File: src/rtl/mprc_cache_pkg.sv
// Shared types and helpers for the data-cache store path.
// Latency: none (types, constants and a pure function only).
// Backpressure: not applicable.
package mprc_cache_pkg;

    localparam int DW_BYTES  = 8;
    // Entry address field is sized for the widest physical address the
    // cache supports; narrower builds zero-extend into it.
    localparam int SMB_DWA_W = 61;

    typedef struct packed {
        logic                 valid;
        logic [SMB_DWA_W-1:0] dw_addr;
        logic [63:0]          data;
        logic [7:0]           mask;
    } smb_entry_t;

    // Overlay the enabled bytes of new_data onto old_data.
    function automatic logic [63:0] byte_merge(input logic [63:0] old_data,
                                               input logic [63:0] new_data,
                                               input logic [7:0]  mask);
        logic [63:0] res;
        res = old_data;
        for (int i = 0; i < DW_BYTES; i++) begin
            if (mask[i]) begin
                res[i*8 +: 8] = new_data[i*8 +: 8];
            end
        end
        return res;
    endfunction

endpackage

File: src/rtl/mprc_smb_entry.sv
// One store-merge-buffer slot: allocate, byte-merge into, or retire a doubleword.
// Latency: updates are visible on entry the cycle after the control strobe.
// Backpressure: none locally; the owner guarantees alloc/merge/clear are exclusive.
module mprc_smb_entry import mprc_cache_pkg::*; (
    input  logic                 clk,
    input  logic                 rst_n,
    input  logic                 alloc,
    input  logic                 merge,
    input  logic                 clear,
    input  logic [SMB_DWA_W-1:0] dw_addr,
    input  logic [63:0]          data,
    input  logic [7:0]           mask,
    output smb_entry_t           entry
);

    smb_entry_t entry_q;

    // Slot state: fresh allocation overwrites, merge overlays bytes, clear retires.
    always_ff @(posedge clk) begin
        if (!rst_n) begin
            entry_q <= '0;
        end else if (alloc) begin
            entry_q.valid   <= 1'b1;
            entry_q.dw_addr <= dw_addr;
            entry_q.data    <= data;
            entry_q.mask    <= mask;
        end else if (merge) begin
            entry_q.data <= byte_merge(entry_q.data, data, mask);
            entry_q.mask <= entry_q.mask | mask;
        end else if (clear) begin
            entry_q.valid <= 1'b0;
        end
    end

    assign entry = entry_q;

endmodule

File: src/rtl/mprc_store_merge_buffer.sv
// In-order store buffer that merges same-doubleword stores into the youngest entry.
// Latency: an accepted store appears on wr_* the next cycle; no pass-through.
// Backpressure: req_ready = count < DEPTH from registered state only; wr_* hold while !wr_ready.
// Optional load forwarding port set is built when MPRC_SMB_LOAD_FWD_EN is defined.
module mprc_store_merge_buffer import mprc_cache_pkg::*; #(
    parameter int DEPTH   = 4,
    parameter int PADDR_W = 40
) (
    input  logic                     clk,
    input  logic                     rst_n,
    input  logic                     req_valid,
    output logic                     req_ready,
    input  logic [PADDR_W-1:0]       req_addr,
    input  logic [63:0]              req_data,
    input  logic [7:0]               req_mask,
    output logic                     wr_valid,
    input  logic                     wr_ready,
    output logic [PADDR_W-4:0]       wr_addr,
    output logic [63:0]              wr_data,
    output logic [7:0]               wr_mask,
`ifdef MPRC_SMB_LOAD_FWD_EN
    input  logic [PADDR_W-4:0]       fwd_addr,
    output logic [7:0]               fwd_mask,
    output logic [63:0]              fwd_data,
`endif
    output logic [$clog2(DEPTH):0]   count,
    output logic                     empty
);

    localparam int PTR_W = $clog2(DEPTH);
    localparam int CNT_W = PTR_W + 1;
    localparam logic [CNT_W-1:0] DEPTH_C = CNT_W'(DEPTH);
    localparam logic [CNT_W-1:0] ONE_C   = CNT_W'(1);

    logic [PTR_W-1:0]     head_q;
    logic [PTR_W-1:0]     tail_q;
    logic [CNT_W-1:0]     count_q;
    logic [PTR_W-1:0]     young_idx;
    logic [SMB_DWA_W-1:0] req_dwa;
    logic                 enq;
    logic                 deq;
    logic                 merge_hit;
    logic                 do_merge;
    logic                 do_alloc;
    logic                 unused_low_addr;

    smb_entry_t ent [DEPTH];

    // Byte offset within the doubleword plays no part in buffering.
    assign unused_low_addr = ^req_addr[2:0];

    assign req_dwa   = SMB_DWA_W'(req_addr[PADDR_W-1:3]);
    assign req_ready = (count_q < DEPTH_C);
    assign wr_valid  = (count_q != '0);
    assign empty     = (count_q == '0);
    assign count     = count_q;
    assign deq       = wr_valid && wr_ready;
    // An all-zero mask is accepted but writes nothing, so it never enqueues.
    assign enq       = req_valid && req_ready && (req_mask != 8'h00);
    assign young_idx = tail_q - 1'b1;

    // Merge only into the youngest entry, and never into a head that is leaving now.
    assign merge_hit = (count_q != '0) && ent[young_idx].valid
                    && (ent[young_idx].dw_addr == req_dwa)
                    && !((count_q == ONE_C) && deq);
    assign do_merge  = enq && merge_hit;
    assign do_alloc  = enq && !merge_hit;

    assign wr_addr = ent[head_q].dw_addr[PADDR_W-4:0];
    assign wr_data = ent[head_q].data;
    assign wr_mask = ent[head_q].mask;

    for (genvar g = 0; g < DEPTH; g++) begin : g_entry
        mprc_smb_entry u_entry (
            .clk     (clk),
            .rst_n   (rst_n),
            .alloc   (do_alloc && (tail_q == PTR_W'(g))),
            .merge   (do_merge && (young_idx == PTR_W'(g))),
            .clear   (deq && (head_q == PTR_W'(g))),
            .dw_addr (req_dwa),
            .data    (req_data),
            .mask    (req_mask),
            .entry   (ent[g])
        );
    end

    // Ring pointers and occupancy; power-of-two depth makes the wrap implicit.
    always_ff @(posedge clk) begin
        if (!rst_n) begin
            head_q  <= '0;
            tail_q  <= '0;
            count_q <= '0;
        end else begin
            if (do_alloc) begin
                tail_q <= tail_q + 1'b1;
            end
            if (deq) begin
                head_q <= head_q + 1'b1;
            end
            case ({do_alloc, deq})
                2'b10:   count_q <= count_q + ONE_C;
                2'b01:   count_q <= count_q - ONE_C;
                default: count_q <= count_q;
            endcase
        end
    end

`ifdef MPRC_SMB_LOAD_FWD_EN
    logic [PTR_W-1:0] fwd_idx;

    // Walk oldest to youngest so a younger matching byte overrides an older one.
    always_comb begin
        fwd_mask = '0;
        fwd_data = '0;
        fwd_idx  = head_q;
        for (int k = 0; k < DEPTH; k++) begin
            fwd_idx = head_q + PTR_W'(k);
            if (ent[fwd_idx].valid && (ent[fwd_idx].dw_addr == SMB_DWA_W'(fwd_addr))) begin
                for (int b = 0; b < DW_BYTES; b++) begin
                    if (ent[fwd_idx].mask[b]) begin
                        fwd_mask[b]        = 1'b1;
                        fwd_data[b*8 +: 8] = ent[fwd_idx].data[b*8 +: 8];
                    end
                end
            end
        end
    end
`endif

endmodule

File: config.mk
export PLATFORM = sky130hd
export DESIGN_NAME = mprc_store_merge_buffer
export DESIGN_NICKNAME = d
export VERILOG_FILES = /design/src/rtl/mprc_cache_pkg.sv /design/src/rtl/mprc_smb_entry.sv /design/src/rtl/mprc_store_merge_buffer.sv
export SDC_FILE = /design/constraint.sdc
export NUM_CORES = 1
export LEC_CHECK = 0
export CORE_MARGIN = 2
export CORE_UTILIZATION = 52
export CTS_CLUSTER_SIZE = 20
export DETAILED_ROUTE_END_ITERATION = 16
export PLACE_DENSITY_LB_ADDON = 0.15
export SYNTH_ARGS = -nofsm -noshare
export SYNTH_HDL_FRONTEND = slang
export SYNTH_HIERARCHICAL = 1
export SYNTH_SLANG_ARGS = --single-unit
File: constraint.sdc
create_clock -name clk -period 5.32 [get_ports clk]
set_clock_uncertainty 0.15 [all_clocks]
set_input_delay 1.064 -clock clk [delete_from_list [all_inputs] [get_ports clk]]
set_output_delay 1.064 -clock clk [all_outputs]
set_load 0.02 [all_outputs]
* After elaboration in Yosys (flattened, before gate mapping)
Cells that the tools add are included.
Widths: inputs -> output; s select.
** Word-level totals
- Bits in registers :: 447
- Output and inout port bits :: 115
- Logic and storage cells :: 219
- Bits of input ports :: 116
** Operators by class
- Equality and inequality tests :: 17
- Muxes and demuxes :: 35
- Bitwise operators :: 6
- $add $sub $neg :: 5
- Reduce and logical (&&, ||, !) cells :: 106
- Order comparisons :: 3
** Operators with widths (number)
- $mux 72 :: 8
- $bmux 134 s2 :: 2
- $mux 134 :: 2
- $mux 109 :: 2
- $reduce_bool 2->1 :: 41
- $reduce_and 2->1 :: 36
- $mux 8 :: 8
- $eq 61x37->1 :: 1
- $or 8x8->8 :: 4
- $logic_and 1x1->1 :: 21
- $eq 2x2->1 const B :: 7
- $mux 1 :: 12
- $eq 2x1->1 const B :: 4
- $ne 2x1->1 const B :: 4
- $reduce_bool 8->1 :: 1
- $ge 3x3->1 const B :: 2
- $logic_not 2->1 :: 3
- $not 2->3 :: 2
- $pmux 3 s2 :: 1
- $add 2x1->2 const B :: 2
- $add 3x1->3 const B :: 1
- $eq 3x1->1 const B :: 1
- $logic_not 3->1 :: 1
- $lt 3x3->1 const B :: 1
- other kinds (4) :: 5

* Logic depth before layout (Yosys ltp)
- Depth after elaboration :: 13
- Gate-level depth with buffers :: 20
- Gate-level depth less buffers :: 12

* By module
Netlist, hierarchy kept.
** By module, submodules not included
- mprc_smb_entry :: area an instance 5180.0 um2, cells each 525, instances 4, seq. area each 2682.6 um2
- mprc_store_merge_buffer :: area an instance 5013.6 um2, cells each 394, instances 1, seq. area each 140.1 um2

* Least setup slack after synthesis
OpenSTA, ideal clock, no wires.
- Kind :: register to register
- From :: register tail_q[0]
- To :: register g_entry[0].u_entry.entry_q (netlist bit g_entry[0].u_entry/entry[0])
- Required time :: 5.055 ns
- Buffers on the path :: 7
- Cell stages (with the launch flop) :: 20
- Slack :: 0.984 ns
- Clock period less this slack :: 4.336 ns
- Data arrival time :: 4.070 ns
- Cells stage by stage :: dfxtp_1 -> buf_6 -> buf_6 -> inv_2 -> clkbuf_1 -> ha_1 -> buf_2 -> buf_1 -> mux4_1 -> a22oi_1 -> o2111ai_1 -> nor2_1 -> nand4_1 -> o31ai_4 -> nor2_1 -> buf_6 -> or2_2 -> buf_6 -> a21oi_1 -> nor2b_1
** Between the ends
- Cells in the longest elaborated chain, start to end :: 12
- Elaborated cells on any way between the ends :: 18
- Classes of those cells :: 1 x add/sub; 1 x eq/ne; 4 x mux; 1 x bitwise; 11 x reduce/logical
** Ends and longest elaborated chain
- start, declared :: line mprc_store_merge_buffer.sv:36 : logic [PTR_W-1:0] tail_q;
- start signal, assigned :: line mprc_store_merge_buffer.sv:95 : tail_q <= tail_q + 1'b1;
- $sub 2x1->2 (*) :: line mprc_store_merge_buffer.sv:60 : assign young_idx = tail_q - 1'b1;
- net young_idx[0] :: line mprc_store_merge_buffer.sv:38 : logic [PTR_W-1:0] young_idx;
- $not 2->3 (implied by the code) :: line mprc_store_merge_buffer.sv:63, mprc_store_merge_buffer.sv:64
- $bmux 134 s2 :: line mprc_store_merge_buffer.sv:63, mprc_store_merge_buffer.sv:64
- $mux 134 (implied by the code) (2 in a row) :: line mprc_store_merge_buffer.sv:64 : && (ent[young_idx].dw_addr == req_dwa)
- $eq 61x37->1 / $logic_and 1x1->1 (equally long branches) :: line mprc_store_merge_buffer.sv:64, mprc_store_merge_buffer.sv:63
- $logic_and 1x1->1 :: line mprc_store_merge_buffer.sv:64
- $logic_and 1x1->1 :: line mprc_store_merge_buffer.sv:65 : && !((count_q == ONE_C) && deq);
- $logic_not 1->1 :: line mprc_store_merge_buffer.sv:67 : assign do_alloc = enq && !merge_hit;
- $logic_and 1x1->1 :: line mprc_store_merge_buffer.sv:67
- $logic_and 1x1->1 :: line mprc_store_merge_buffer.sv:77 : .alloc (do_alloc && (tail_q == PTR_W'(g))),
- $mux 72 / $reduce_bool 2->1 (equally long branches)
- end, declared :: line mprc_smb_entry.sv:16 : smb_entry_t entry_q;
Mark *: on every way through the listed nets, which the timed path passes. The rest lies on a longest branch. The select of a mux whose other input is x is not followed.
A chain may end at the register's enable or synchronous reset.

* Worst setup path in the final report
- From :: register tail_q[1]
- To :: register g_entry[0].u_entry.entry_q (netlist bit g_entry[0].u_entry/entry[64])
** Between the ends
- Cells in the longest elaborated chain, start to end :: 13
- Elaborated cells on any way between the ends :: 20
- Classes of those cells :: 1 x add/sub; 1 x eq/ne; 4 x mux; 1 x bitwise; 13 x reduce/logical
** Ends and longest elaborated chain (line)
- $sub 2x1->2 :: mprc_store_merge_buffer.sv:60
- $not 2->3 (implied by the code) :: mprc_store_merge_buffer.sv:63, mprc_store_merge_buffer.sv:64
- $bmux 134 s2 :: mprc_store_merge_buffer.sv:63, mprc_store_merge_buffer.sv:64
- $mux 134 (implied by the code) (2 in a row) :: mprc_store_merge_buffer.sv:64
- $eq 61x37->1 / $logic_and 1x1->1 (equally long branches) :: mprc_store_merge_buffer.sv:64, mprc_store_merge_buffer.sv:63
- $logic_and 1x1->1 :: mprc_store_merge_buffer.sv:64
- $logic_and 1x1->1 :: mprc_store_merge_buffer.sv:65
- $logic_not 1->1 :: mprc_store_merge_buffer.sv:67
- $logic_and 1x1->1 :: mprc_store_merge_buffer.sv:67
- $logic_and 1x1->1 :: mprc_store_merge_buffer.sv:77
- $reduce_bool 2->1 (no line)
- $reduce_and 2->1 (no line)
Several ways; a longest one is shown, not always the timed one. The select of a mux whose other input is x is not followed.

==> metrics <==
Cell Area, Synth 0.0257 sq mm; critical path's most frequent cell buf_4; Hold WC Path Type reg -> reg; WP data required 5.70 ns; Reg clk slew, reported paths 0.06 ns; antenna-violating nets left 0; flop2flop setup slack 0.35 ns; Yosys reg bits ~540; RSZ-0062 raised after global routing no; drt via density around 5.4; share of cells above drive strength 1 0.113; ranking of synthesized cells by area dfxtp_1 (42%), mux4_2 (11%), mux2i_1 (10%); DR vias 18,400; VDD IR max 0.000242 V; first-pass GRT wire length ~100,000 um; crit-path leading delay family compound AO/OA/AOI/OAI gates; Initial DRC Count 1,190; met1 GRT Util 0.305; EDFF count, synth 0; total negative slack 0 ns; Die Area 0.0513 sq mm; mean routed wirelength per cell about 18 um; largest net degree at the start of global routing 210; met3 usage 0.0535; most common cell in the netlist dfxtp_1; Tot GR Track Use 0.241; synthesized instance count 2,494; Worst Tran Pin Value 1.23 ns; Avg Cell Area, Syn 10.3 sq um; Routed WL ~62,000 um; status complete, no violations; Root Driver clkbuf_16; TritonRoute pass-1 iters 5; Rows 81; RePlAce Congestion 0.774; Initial Util 0.527; post-synth top area cell dfxtp_1; sequential area share after synthesis 0.422; CORE AREA slightly below 0.05 sq mm; initial antenna violation count 6; Main synth FF type dfxtp_1; H-tree depth 2; maxcap violations 0; final core occ 0.618; Worst setup SP type register; input/output buffers 227; hold_ws 0.305 ns; fmax 0.201 GHz; crit-path cells inv_1, ha_2, buf_4, buf_4, mux4_2, xnor2_1, nand4_1, nor2_1, nand4_1, o31ai_4, nor2_4, buf_4, a21oi_4, nand3_1, o21ai_0; vias in the first global route 18,400; # resized after CTS 0; worst path arrival time roughly 5.4 ns; Hold Fails Final Rpt 0; Max clock buf depth 3; overall die height about 230 um; Final Slew Violations 0; clock sink count 543; DPL Wire Length between 30,000 and 40,000 um; number of non-filler instances in the completed layout 3,434; critical path fanouts, max 16; drt drc 0; clk_lat worst skew a little over 0.6 ns; pwr dens 385 mW/mm^2; Max transition margin 0.178; Tcrit/Tclk final 0.935; crit path kind reg -> reg; total number of yosys warnings 6; met2 track demand over resource 0.404; synth cell count leaders dfxtp_1 (543), nor2b_1 (315), nand2_1 (267); Ports between 200 and 250; GRT overflow 0; area grow syn2layout 17.3%; layer with the highest usage met2; number of setup buffers added after CTS 0; CTS Hold Bufs 0; Netlist cell types 52; placed cell count about 3,300; async set-reset flop share out of synthesis 0; TritonCTS clock tree done; nets 2,858; cts bufs inserted 57; slowest stage delay, CP 0.72 ns; Tmin final 4.97 ns; crit end category register; Leakage 0.0105 uW; Yosys top cell area share 0.422; Worst path slowest cell ha_2; final-report setup violation count 0; Die X about 230 um; CP bufs+invs 4
==> flip-flops by register name (all words and copies together) (netlist names) <==
name and count:
tail_q 2, count 3, g_entry.u_entry/entry 536, head_q 2
==> stage by stage <==
| step | total power (uW) | instance area (sq um) | worst slack [ns] |
|---|---|---|---|
| CTS | 11800 | 30200 | 0.318 |
| global placement | 7640 | 28300 | 0.459 |
| global route | 12200 | 30200 | 0.0672 |
| floorplan | 6700 | 26100 | 0.984 |
| detailed placement | 7700 | 28300 | 0.341 |
| finish | 11600 | 30200 | 0.345 |
==> per-layer routing <==
metal | vias up | routed length, um | share of wire
li1 | 9182 | - | -
met5 | - | 53 | 0.00086
met4 | 8 | 1740 | 0.028
met3 | 106 | 3750 | 0.061
met1 | 8713 | 26500 | 0.43
met2 | 407 | 29500 | 0.48
==> cells in the final DEF, fill, tap and decap left out, types with 6 or more instances in the layout <==
cell type and count:
clkbuf_1 13, dfxtp_1 540, a21oi_1 38, buf_12 11
nor4_1 24, o21ai_1 24, clkdlybuf4s50_1 226, buf_4 41
nand2_1 267, ha_1 14, mux4_2 122, inv_1 16
mux2i_1 264, nor2b_1 315, mux4_1 15, clkbuf_16 57
nand4_1 9, a21oi_4 32, and2_1 7, conb_1 96
o21ai_0 238, xnor2_1 31, and3_1 6, nor2_1 7
xor2_1 10, clkbuf_8 14, nand3_1 262
==> cell type report <==
class,count,area (sq um)
inverter,17,63.8
sequential,543,10900
multi-input combinational,1829,13700
clock inverter,15,228
antenna,3,7.51
fill,4142,18700
timing repair buffer,279,2810
clock buffer,84,1670
tap,664,831
==> cells by family after synthesis <==
family / share of synthesized area
simple gates: 0.184
flops: 0.422
mux: 0.226
compound gates: 0.0865
buf+inv: 0.0599
xor+xnor: 0.0140
fa+ha+maj: 0.00729
other cells: 0.000146
==> report_power, final <==
part | leakage, uW | switching [uW] | internal [uW] | total, uW
logic | 0.00516 | 1600 | 1390 | 2990
clock network | 0.000928 | 1630 | 2400 | 4030
registers | 0.00441 | 240 | 4370 | 4600
total | 0.0105 | 3470 | 8160 | 11600
==> worst paths after layout <==
kind,startpoint,endpoint,cells past startpoint
worst max-delay path,tail_q[1],g_entry[0].u_entry/entry[64],15
worst min-delay path,g_entry[2].u_entry/entry[29],g_entry[2].u_entry/entry[29],2
worst max register to register,tail_q[1],g_entry[0].u_entry/entry[64],15
worst min register to register,g_entry[2].u_entry/entry[29],g_entry[2].u_entry/entry[29],2
==> tightest hold or removal path, stage by stage (launching register included) <==
cell and delay (ns):
dfxtp_1 0.30, nand3_1 0.05, o21ai_1 0.05
Power figures use the tool's default switching activity.
